--- config.mk ---
export PLATFORM = sky130hd
export DESIGN_NAME = fb_row_writer
export DESIGN_NICKNAME = d
export VERILOG_FILES = /design/src/rtl/fb_row_writer.sv
export SDC_FILE = /design/constraint.sdc
export NUM_CORES = 1
export LEC_CHECK = 0
export ABC_CLOCK_PERIOD_IN_PS = 45700
export CAP_MARGIN = 40
export CORE_MARGIN = 2
export CORE_UTILIZATION = 58
export DETAILED_ROUTE_END_ITERATION = 10
export PLACE_DENSITY = 0.83
export SKIP_CTS_REPAIR_TIMING = 1
export SLEW_MARGIN = 10
export SYNTH_ARGS = -nofsm -noshare
export SYNTH_HDL_FRONTEND = slang
export SYNTH_SLANG_ARGS = --single-unit
--- constraint.sdc ---
create_clock -name clk -period 45.7 [get_ports clk]
set_input_delay 9.14 -clock clk [delete_from_list [all_inputs] [get_ports clk]]
set_output_delay 9.14 -clock clk [all_outputs]
set_load 0.02 [all_outputs]
--- src/rtl/fb_row_writer.sv ---
// Tile-row to framebuffer writer: buffers SM tile rows and bursts each as four 64-bit words.
// Optional coordinate bounds check enabled by defining FB_ROW_WRITER_BOUNDS_CHECK_EN.
module fb_row_writer #(
    parameter int FIFO_DEPTH = 2
) (
    input  logic         clk,
    input  logic         rst_n,
    input  logic         i_row_valid,
    output logic         o_row_ready,
    input  logic [5:0]   i_current_tile_x,
    input  logic [5:0]   i_current_tile_y,
    input  logic [3:0]   i_tile_row,
    input  logic [255:0] i_sm_color_data,
    input  logic         i_sm_render_done,
    output logic         o_fb_we,
    output logic [16:0]  o_fb_addr,
    output logic [63:0]  o_fb_wdata,
    input  logic         i_fb_ready,
    output logic         o_frame_done,
    output logic         o_busy,
    output logic         o_err_coord
);

    localparam int AW = $clog2(FIFO_DEPTH);

    typedef enum logic [1:0] {IDLE, BURST, FLUSH} state_t;

    state_t         state;
    logic [1:0]     beat;
    logic [255:0]   row_data;
    logic           pending;
    logic           row_ready_q;

    logic [5:0]     q_x [FIFO_DEPTH];
    logic [5:0]     q_y [FIFO_DEPTH];
    logic [3:0]     q_r [FIFO_DEPTH];
    logic [255:0]   q_d [FIFO_DEPTH];
    logic [AW-1:0]  wr_ptr, rd_ptr;
    logic [AW:0]    count, count_next;

    logic           push, store, pop, fifo_nempty, flush_go;
    logic [16:0]    line_idx, head_base;

    assign push        = i_row_valid & row_ready_q;
    assign fifo_nempty = (count != '0);
    assign pop         = fifo_nempty &&
                         ((state == IDLE) ||
                          (state == BURST && i_fb_ready && beat == 2'd3));
    assign flush_go    = (state == IDLE) && !fifo_nempty && pending;

`ifdef FB_ROW_WRITER_BOUNDS_CHECK_EN
    logic in_range;
    logic err_q;
    // Out-of-range rows complete the handshake but are never stored.
    assign in_range    = (i_current_tile_x <= 6'd39) && (i_current_tile_y <= 6'd29);
    assign store       = push & in_range;
    assign o_err_coord = err_q;

    always_ff @(posedge clk) begin
        if (!rst_n)
            err_q <= 1'b0;
        else if (push && !in_range)
            err_q <= 1'b1;
    end
`else
    assign store       = push;
    assign o_err_coord = 1'b0;
`endif

    always_comb begin
        count_next = count;
        if (store && !pop)
            count_next = count + (AW+1)'(1);
        else if (!store && pop)
            count_next = count - (AW+1)'(1);
    end

    // (y*16 + row)*160 + x*4, with *160 as two shifts, all at 17 bits.
    always_comb begin
        line_idx  = {7'b0, q_y[rd_ptr], 4'b0} + {13'b0, q_r[rd_ptr]};
        head_base = (line_idx << 7) + (line_idx << 5) + {9'b0, q_x[rd_ptr], 2'b0};
    end

    always_ff @(posedge clk) begin
        if (store) begin
            q_x[wr_ptr] <= i_current_tile_x;
            q_y[wr_ptr] <= i_current_tile_y;
            q_r[wr_ptr] <= i_tile_row;
            q_d[wr_ptr] <= i_sm_color_data;
        end
    end

    always_ff @(posedge clk) begin
        if (!rst_n) begin
            state        <= IDLE;
            beat         <= 2'd0;
            row_data     <= '0;
            pending      <= 1'b0;
            row_ready_q  <= 1'b0;
            wr_ptr       <= '0;
            rd_ptr       <= '0;
            count        <= '0;
            o_fb_we      <= 1'b0;
            o_fb_addr    <= '0;
            o_fb_wdata   <= '0;
            o_frame_done <= 1'b0;
        end else begin
            count       <= count_next;
            row_ready_q <= (count_next != (AW+1)'(FIFO_DEPTH));
            if (store)
                wr_ptr <= wr_ptr + AW'(1);
            if (pop)
                rd_ptr <= rd_ptr + AW'(1);

            if (flush_go)
                pending <= 1'b0;
            else if (i_sm_render_done)
                pending <= 1'b1;

            o_frame_done <= 1'b0;

            if (pop) begin
                state      <= BURST;
                beat       <= 2'd0;
                o_fb_we    <= 1'b1;
                o_fb_addr  <= head_base;
                o_fb_wdata <= q_d[rd_ptr][63:0];
                row_data   <= q_d[rd_ptr];
            end else begin
                case (state)
                    IDLE: begin
                        if (pending) begin
                            state        <= FLUSH;
                            o_frame_done <= 1'b1;
                        end
                    end
                    BURST: begin
                        if (i_fb_ready) begin
                            if (beat == 2'd3) begin
                                state   <= IDLE;
                                o_fb_we <= 1'b0;
                            end else begin
                                // Row register shifts down so the next word is always at [127:64].
                                beat       <= beat + 2'd1;
                                o_fb_addr  <= o_fb_addr + 17'd1;
                                o_fb_wdata <= row_data[127:64];
                                row_data   <= {64'b0, row_data[255:64]};
                            end
                        end
                    end
                    FLUSH:   state <= IDLE;
                    default: state <= IDLE;
                endcase
            end
        end
    end

    assign o_row_ready = row_ready_q;
    assign o_busy      = fifo_nempty | (state == BURST);

endmodule

# ---- After elaboration in Yosys (flattened, before gate mapping)
# Memory sizes are Yosys's and may differ from the RTL's. A register that Yosys moved wholly into a read port is not among the register bits.
# Cells that the tools add are included.
dict set report word_totals {
  word_cells 99
  ff_bits 349
  memories 4
  inputBits 277
  ram_bits 544
  output_inout_bits 86
}
# memory words word_bits rd rd_ports_with_merged_regs write_ports line
set mem_list {}
lappend mem_list {q_d 2 256 1 1 1 37} ;# logic [255:0] q_d [FIFO_DEPTH];
lappend mem_list {q_x 2 6 1 1 1 34} ;# logic [5:0] q_x [FIFO_DEPTH];
lappend mem_list {q_y 2 6 1 1 1 35} ;# logic [5:0] q_y [FIFO_DEPTH];
lappend mem_list {q_r 2 4 1 1 1 36} ;# logic [3:0] q_r [FIFO_DEPTH];
dict set report op_classes {
  mux 34
  bitwise_logic 5
  n_addsub 9
  eq_ne 10
  n_reduce_logical 24
}
# operator count
set ops {}
lappend ops {{256-bit 2-to-1 mux} 4}
lappend ops {{64-bit 2-to-1 mux} 4}
lappend ops {{17-bit 2-to-1 mux} 4}
lappend ops {{17-bit by 1-bit adder with 17-bit output (second input constant)} 1}
lappend ops {{17-bit by 16-bit adder with 17-bit output} 1}
lappend ops {{17-bit by 8-bit adder with 17-bit output} 1}
lappend ops {{1-bit 2-to-1 mux} 16}
lappend ops {{3-bit AND reduction} 5}
lappend ops {{10-bit by 4-bit adder with 11-bit output} 1}
lappend ops {{2-bit 2-to-1 mux} 5}
lappend ops {{2-bit != test (second input constant)} 5}
lappend ops {{3-bit != test (second input constant)} 3}
lappend ops {{2-bit nonzero test} 4}
lappend ops {{1-bit logical AND} 7}
lappend ops {{2-bit by 1-bit adder with 2-bit output (second input constant)} 2}
lappend ops {{2-bit case mux with 2 select lines} 1}
lappend ops {{2-bit OR reduction} 2}
lappend ops {{1-bit logical NOT} 3}
lappend ops {{1-bit NOT} 3}
lappend ops {{3-bit OR reduction} 1}
lappend ops {{1-bit adder (second input constant)} 2}
lappend ops {{2-bit by 1-bit equality test with 1-bit output (second input constant)} 1}
lappend ops {{2-bit equality test (second input constant)} 1}
lappend ops {{2-bit logical NOT} 1}
lappend ops {{other kinds (4)} 4}

# ---- Longest topological paths before layout
# Gate-level depths: netlist of run 1.
dict set report depth {
  ltp_word 9
  depth_mapped 13
  mapped_depth_nobuf 10
}

# ---- Worst setup path after synthesis of run 1
# No wires, ideal clock.
dict set report synth_timing {
  path_type {input to register}
  startpoint {in i_row_valid}
  endpoint {reg wr_ptr}
  path_buffers 0
  setup_slack_ns 24.131
  arrival_ns 21.458
  cell_stages 3
  required_time_ns 45.589
  setup_time_ns 0.111
  cell_sequence {nand2_1 nor2_1 o21a_1}
}
dict set report synth_between {
  elab_chain_len 1
}
# item line
set synth_rtl {}
lappend synth_rtl {{from (decl)} 8} ;# input logic i_row_valid,
lappend synth_rtl {{1-bit AND} 44} ;# assign push = i_row_valid & row_ready_q;
lappend synth_rtl {{to (signal assigned)} 111} ;# wr_ptr <= wr_ptr + AW'(1);
lappend synth_rtl {{to (decl)} 38} ;# logic [AW-1:0] wr_ptr, rd_ptr;
# No other way between the ends.
# A chain may end at the register's enable or synchronous reset.

# ---- Final worst setup path of run 1
dict set report layout_timing {
  startpoint {in i_row_valid}
  endpoint {mem q_d[0][87], enable pin}
}
dict set report layout_between {
  elab_chain_len 3
}
# item line
set layout_rtl {}
lappend layout_rtl {{1-bit AND} 44}
lappend layout_rtl {{1-bit 2-to-1 mux} 85} ;# if (store) begin
lappend layout_rtl {{1-bit 2-to-1 mux (implied by the code)} 89} ;# q_d[wr_ptr] <= i_sm_color_data;
lappend layout_rtl {{to (decl)} 37}
# No other way between the ends.

==> impl_metrics.ini, run 1 <==
[run_status]
status = completed

[clock_network]
cts_sinks = 830
clockRootBuffer = clkbuf_16
cts_tree = yes
cts-htree-levels = 3
numCtsBuffers = 81
cts_buffer_depth = 3
clkTransAtPathRegs_ps = 60
clk-insertion-delay-late_ps = 630

[sta]
drv_slew = 0
slew_headroom_pct = 24.98
rsz0062_at_grt = no
fin_crit_ps = 12010
finClkSkew_ps = 21.73
final-hold-violation-count = 0
finalCritPeriodShare_pct = 26.27
timing.fmax_ghz = 0.08329
tightest_slew_ps = 1125
setup_tns_ps = 0
setup_viol = 0

[drt]
wl_microns = 76070
drc = 0
drt_iter0_markers = 2605
vias = 20210
ant_nets = 0
drt_pass1_iterations = 8
via_per_inst = 6.146
avgRoutedWirePerCell_microns = 23.13

[worst_setup_path]
rrSetupSlack_ps = 41430
crit_path_max_fanout = 40
worstPathArrival_ps = 12310
critPathSlowestCell = nor2_4
crit_chain = clkdlybuf4s50_1 -> nand2_1 -> nor2_4 -> buf_4 -> buf_12 -> buf_4 -> buf_12
endpoint_kind = flip-flop
max_stage_delay_ps = 690
startpoint_type = input pin
required_ps = 46000
worstRegToRegCells = 11
critPathKind = input pin to flip-flop
regToRegEndpoint = o_fb_addr[16]

[worst_hold_path]
hp-class = flip-flop to flip-flop
holdPathStages = 1
min_to = pending
hold_start = pending

[synthesis]
synth_flop_cell = edfxtp_1
yosys_warnings = 0
syn_avg_cell_area_sq_um = 14.09
yosysUniqueCellTypes = 61
syn-num-nets = 2550
synth_cells = 2249
syn_area_sq_mm = 0.03169
seq_area_frac_synth_pct = 69.61
ys_async_sr_fraction_pct = 0
synth_edf_count = 544
yosys_register_bits = 830

[power]
irDropWorstVdd_v = 0.00004054
power_leakage_nw = 12.82
p_per_area_mw_per_mm2 = 59.65

[global_routing]
grt_start_max_net_pins = 174
antenna_found_initial = 26
grt_pass1_wl_microns = 114900
track_usage_pct = 26.41
grt_pass1_vias = 20200
grt_overflow = 0

[floorplanning]
core-area_sq_mm = 0.05392
die_area_sq_mm = 0.05653
ios = 363
die_y_microns = 237.8
die_w_microns = 237.8
start_util_pct = 58.78
rows = 85

[layout]
layout-drive-gt1-share_pct = 12.26
syn2layout_area_growth_pct = 20.96
fin_util_pct = 71.10
final_nets = 2803

[flow_run]
max_cap_violations = 0

[place]
io_buffers = 361
hpwl_microns = 46360
place.gp.congestion = 0.8200
## per-stage QoR
step | cell area (sq um) | instances | setup WS (ps) | total power, mW | hold WS [ps]
floorplan | 31690 | 2249 | 24130 | 1.439 | 421.8
detailed placement | 35580 | 3114 | 33080 | 1.625 | 459.5
global route | 38340 | 3289 | 33560 | 2.384 | 492.5
CTS | 38250 | 3265 | 33720 | 2.290 | 469.6
finish | 38340 | 3289 | 33690 | 2.287 | 465.9
global placement | 35250 | 3101 | 32820 | 1.582 | 445.2
## registers in the layout, summed over array words and instances (netlist names), 2 cells and up, named ones only
name        flops
o_fb_addr      17
q_y            12
q_r             8
beat            2
row_data      193
q_x            12
q_d           512
o_fb_wdata     63
count           2
state           2
## layout make-up
class / instances / area, sq um
Sequential cell: 830 / 22060
Fill cell: 3409 / 15580
Multi-Input combinational cell: 1182 / 8486
Timing Repair Buffer: 396 / 4144
Clock buffer: 116 / 2290
Tap cell: 696 / 870.8
Clock inverter: 35 / 377.9
Antenna cell: 23 / 57.56
Inverter: 11 / 46.29
## synthesized netlist by cell type (3+ instances only)
master	n	share of area [%]
dfxtp_1	286	18
a222oi_1	130	4.1
o21ai_0	78	1.2
buf_1	14	0.17
o2111ai_1	3	0.083
o211ai_1	3	0.071
buf_2	26	0.41
mux2i_1	68	2.1
or3_1	3	0.059
nand2_1	215	2.5
nand3_1	8	0.13
clkbuf_1	118	1.4
inv_1	9	0.11
mux2_2	141	5.0
o21a_1	3	0.071
buf_4	66	1.6
ha_1	22	0.87
a21oi_1	14	0.22
a21o_1	3	0.071
and3_1	7	0.14
xnor2_1	12	0.33
and2_1	66	1.3
nand4_1	6	0.12
a31oi_1	5	0.099
a211o_1	5	0.14
nor3_1	6	0.095
nor3b_1	5	0.12
nor2b_1	95	1.9
a211oi_1	69	1.6
a311oi_1	65	1.8
nor2_1	118	1.4
edfxtp_1	544	52
## kinds of logic (layout without fill, tap and decap cells)
logic type	Yosys count	after routing	synth area share [%]
DFF	830	830	69.61
and+or+nand+nor	539	539	8.089
AOI/OAI and AO/OA	396	396	10.04
buffers and inverters	237	558	3.739
muxes	209	209	7.158
adders and majority gates	24	24	0.9949
xor gates and xnor gates	13	13	0.3593
other	1	24	0.01183
## metal layers
metal | track usage [%] | share of wire [%] | up-vias
met5 | 0 | 0.064 | -
met4 | 13.91 | 4.6 | 8
met3 | 4.459 | 7.5 | 174
met2 | 42.03 | 48 | 966
met1 | 35.13 | 40 | 9990
li1 | - | - | 9075
## power breakdown
group,switching [mW],total (mW),internal [mW]
combinational,0.358,0.614,0.255
clock,0.278,0.663,0.386
sequential,0.0778,1.01,0.932
total,0.713,2.29,1.57
## cells in the final DEF (no fill, tap or decap), drive strengths merged, types with 17 or more instances in the layout
cell,instances
buf,36
clkinv,19
a211oi,69
clkbuf,116
a222oi,130
nor2,118
nor2b,95
and2,66
inv,17
dfxtp,286
ha,22
diode,23
o21ai,78
nand2,215
mux2i,68
edfxtp,544
clkdlybuf4s50,360
a311oi,65
mux2,141
## worst max path at each step
stage                            from          end  slack (ps)
final                     i_row_valid   q_d[0][87]       33690
after global placement    i_row_valid  q_d[1][211]       32820
after global routing      i_row_valid  q_d[0][103]       33560
after CTS                 i_row_valid  q_d[0][103]       33720
after floorplan           i_row_valid       wr_ptr       24130
after detailed placement  i_row_valid   q_d[0][30]       33080
## critical path: cells and delay by family
kind	cells	cell delay (ps)
and+or+nand+nor	2	890
buffers and inverters	5	2170
(Power assumes the default switching activity.)
==> run 2: changes to the inputs <==
Settings changed: ABC_CLOCK_PERIOD_IN_PS 45700 to 9700, CORE_UTILIZATION 58 to 50, PLACE_DENSITY 0.83 to 0.76.
Clock period 45.7 ns to 9.7 ns, I/O delays scaled along.
==> run 2 against run 1 <==
Effect of this change:
- sequential share of layout area shrank 0.40 points
- total power grew to 4.7 times the previous value
- die area grew 16%
- critical path depth shrank 3
- register-to-register slack lost 35000 ps
- non-clock buffer count shrank 1
==> impl_metrics.ini, run 2 (synthesis gave the netlist of run 1 again) <==
[run_status]
status = completed

[global_routing]
grt_pass1_wl_microns = 116100
antenna_found_initial = 17
grt_pass1_vias = 20000
grt_overflow = 0
grt_start_max_net_pins = 160
track_usage_pct = 22.61

[sta]
finClkSkew_ps = 20.21
setup_viol = 0
fin_crit_ps = 4253
rsz0062_at_grt = no
tightest_slew_ps = 946.3
timing.fmax_ghz = 0.2351
slew_headroom_pct = 36.91
setup_tns_ps = 0
final-hold-violation-count = 0
finalCritPeriodShare_pct = 43.85
drv_slew = 0

[floorplanning]
die_w_microns = 255.8
rows = 92
core-area_sq_mm = 0.06285
die_y_microns = 255.8
start_util_pct = 50.43
ios = 363
die_area_sq_mm = 0.06542

[worst_setup_path]
critPathKind = flip-flop to primary output
crit_path_max_fanout = 8
critPathSlowestCell = clkdlybuf4s50_1
worstPathArrival_ps = 2310
crit_chain = inv_1 -> ha_1 -> o21ai_0 -> clkdlybuf4s50_1
max_stage_delay_ps = 720
startpoint_type = flip-flop
required_ps = 7760
path_buf_inv = 2
endpoint_kind = primary output
crit_family = buffers and inverters

[clock_network]
cts-htree-levels = 3
cts_tree = yes
cts_sinks = 830
clkTransAtPathRegs_ps = 60
clk-insertion-delay-late_ps = 640
cts_buffer_depth = 3
clockRootBuffer = clkbuf_16
numCtsBuffers = 85

[drt]
highest_layer = met5
ant_nets = 0
routed-wl-met3_microns = 5193
avgRoutedWirePerCell_microns = 22.09
via_per_inst = 5.800
vias = 19960
wl_microns = 76020
drt_pass1_iterations = 9
met2_length_microns = 37500
drc = 0
route.layer.met1.wl_microns = 30530
drt_iter0_markers = 2471

[power]
p_per_area_mw_per_mm2 = 280.2
pwr-share-clk_pct = 29.4
seqPwrFrac_pct = 43.9
power_leakage_nw = 12.86
comb_power_share_pct = 26.7
p_sw_mw = 3.371
power.share.switching_pct = 31.16
internal-power_mw = 7.447
irDropWorstVdd_v = 0.0001615
power.total_mw = 10.82

[place]
hpwl_microns = 46760
place.gp.congestion = 0.8125
io_buffers = 361

[layout]
reg_top3 = q_d (512), row_data (193), o_fb_wdata (63)
layout-drive-gt1-share_pct = 12.30
final_nets = 2806
fillers = 4633
regMostFlops = q_d
syn2layout_area_growth_pct = 21.81
largest_reg_flops = 512
final_common_cell = edfxtp_1
layout.cells.most_common_list = 544 x edfxtp_1, 360 x clkdlybuf4s50_1, 285 x dfxtp_1, 215 x nand2_1, 141 x mux2_2

[worst_hold_path]
hp-class = flip-flop to flip-flop

[flow_run]
max_cap_violations = 0
==> run 2: cell types whose count changed in the layout (fill, tap and decap cells not counted), moves of 2 or more <==
cell	delta
clkbuf_1	+6
diode_2	-6
clkbuf_16	+5
bufinv_16	-4
clkbuf_8	+3
buf_4	-2
clkinv_8	+2
==> run 2: routing by layer <==
metal / track usage [%] / vias to the layer above
met2: 37.93 / 837
met1: 29.37 / 9895
met5: 0 / -
met4: 10.01 / 2
met3: 3.248 / 145
li1: - / 9079
==> run 2: final cells by class <==
cell class	instances	area (sq um)	area share [%]
diodes	17	42.54	0.1102
clock buffers	130	2479	6.420
clock inverters	30	280.3	0.7260
inverters	11	46.29	0.1199
multi-input cells	1182	8486	21.98
flip-flops and latches	830	22060	57.15
well taps	846	1059	2.742
repair buffers	395	4149	10.75
==> run 2: metrics by stage <==
stage | setup slack (ps) | cell area, sq um | hold WS [ps] | util (%) | instances
floorplan | 15.85 | 31700 | 421.8 | - | 2249
global placement | 4662 | 35440 | 446.9 | 56.39 | 3250
detailed placement | 4788 | 35780 | 456.9 | 56.92 | 3263
CTS | 5418 | 38540 | 467.3 | 61.31 | 3423
global route | 5348 | 38610 | 497.2 | 61.43 | 3441
finish | 5447 | 38610 | 470.3 | 61.43 | 3441
==> run 2: path summary, 6_finish.rpt <==
check                  endpoint  slack [ps]  depth (start not counted)      start
setup / recovery         o_busy        5450                          4   count[0]
setup reg to reg  o_fb_addr[14]        6260                          9  flip-flop
hold reg to reg         pending         470                          1    pending
hold / removal          pending         470                          1    pending
==> run 2: power groups by stage <==
stage / clock, mW / combinational [mW] / sequential (mW)
3_5_place_dp: 0 / 2.87 / 4.80
5_1_grt: 3.37 / 3.12 / 4.80
4_1_cts: 3.23 / 2.89 / 4.74
6_report: 3.18 / 2.89 / 4.75
3_3_place_gp: 0 / 2.68 / 4.78
2_1_floorplan: 0 / 2.00 / 4.75
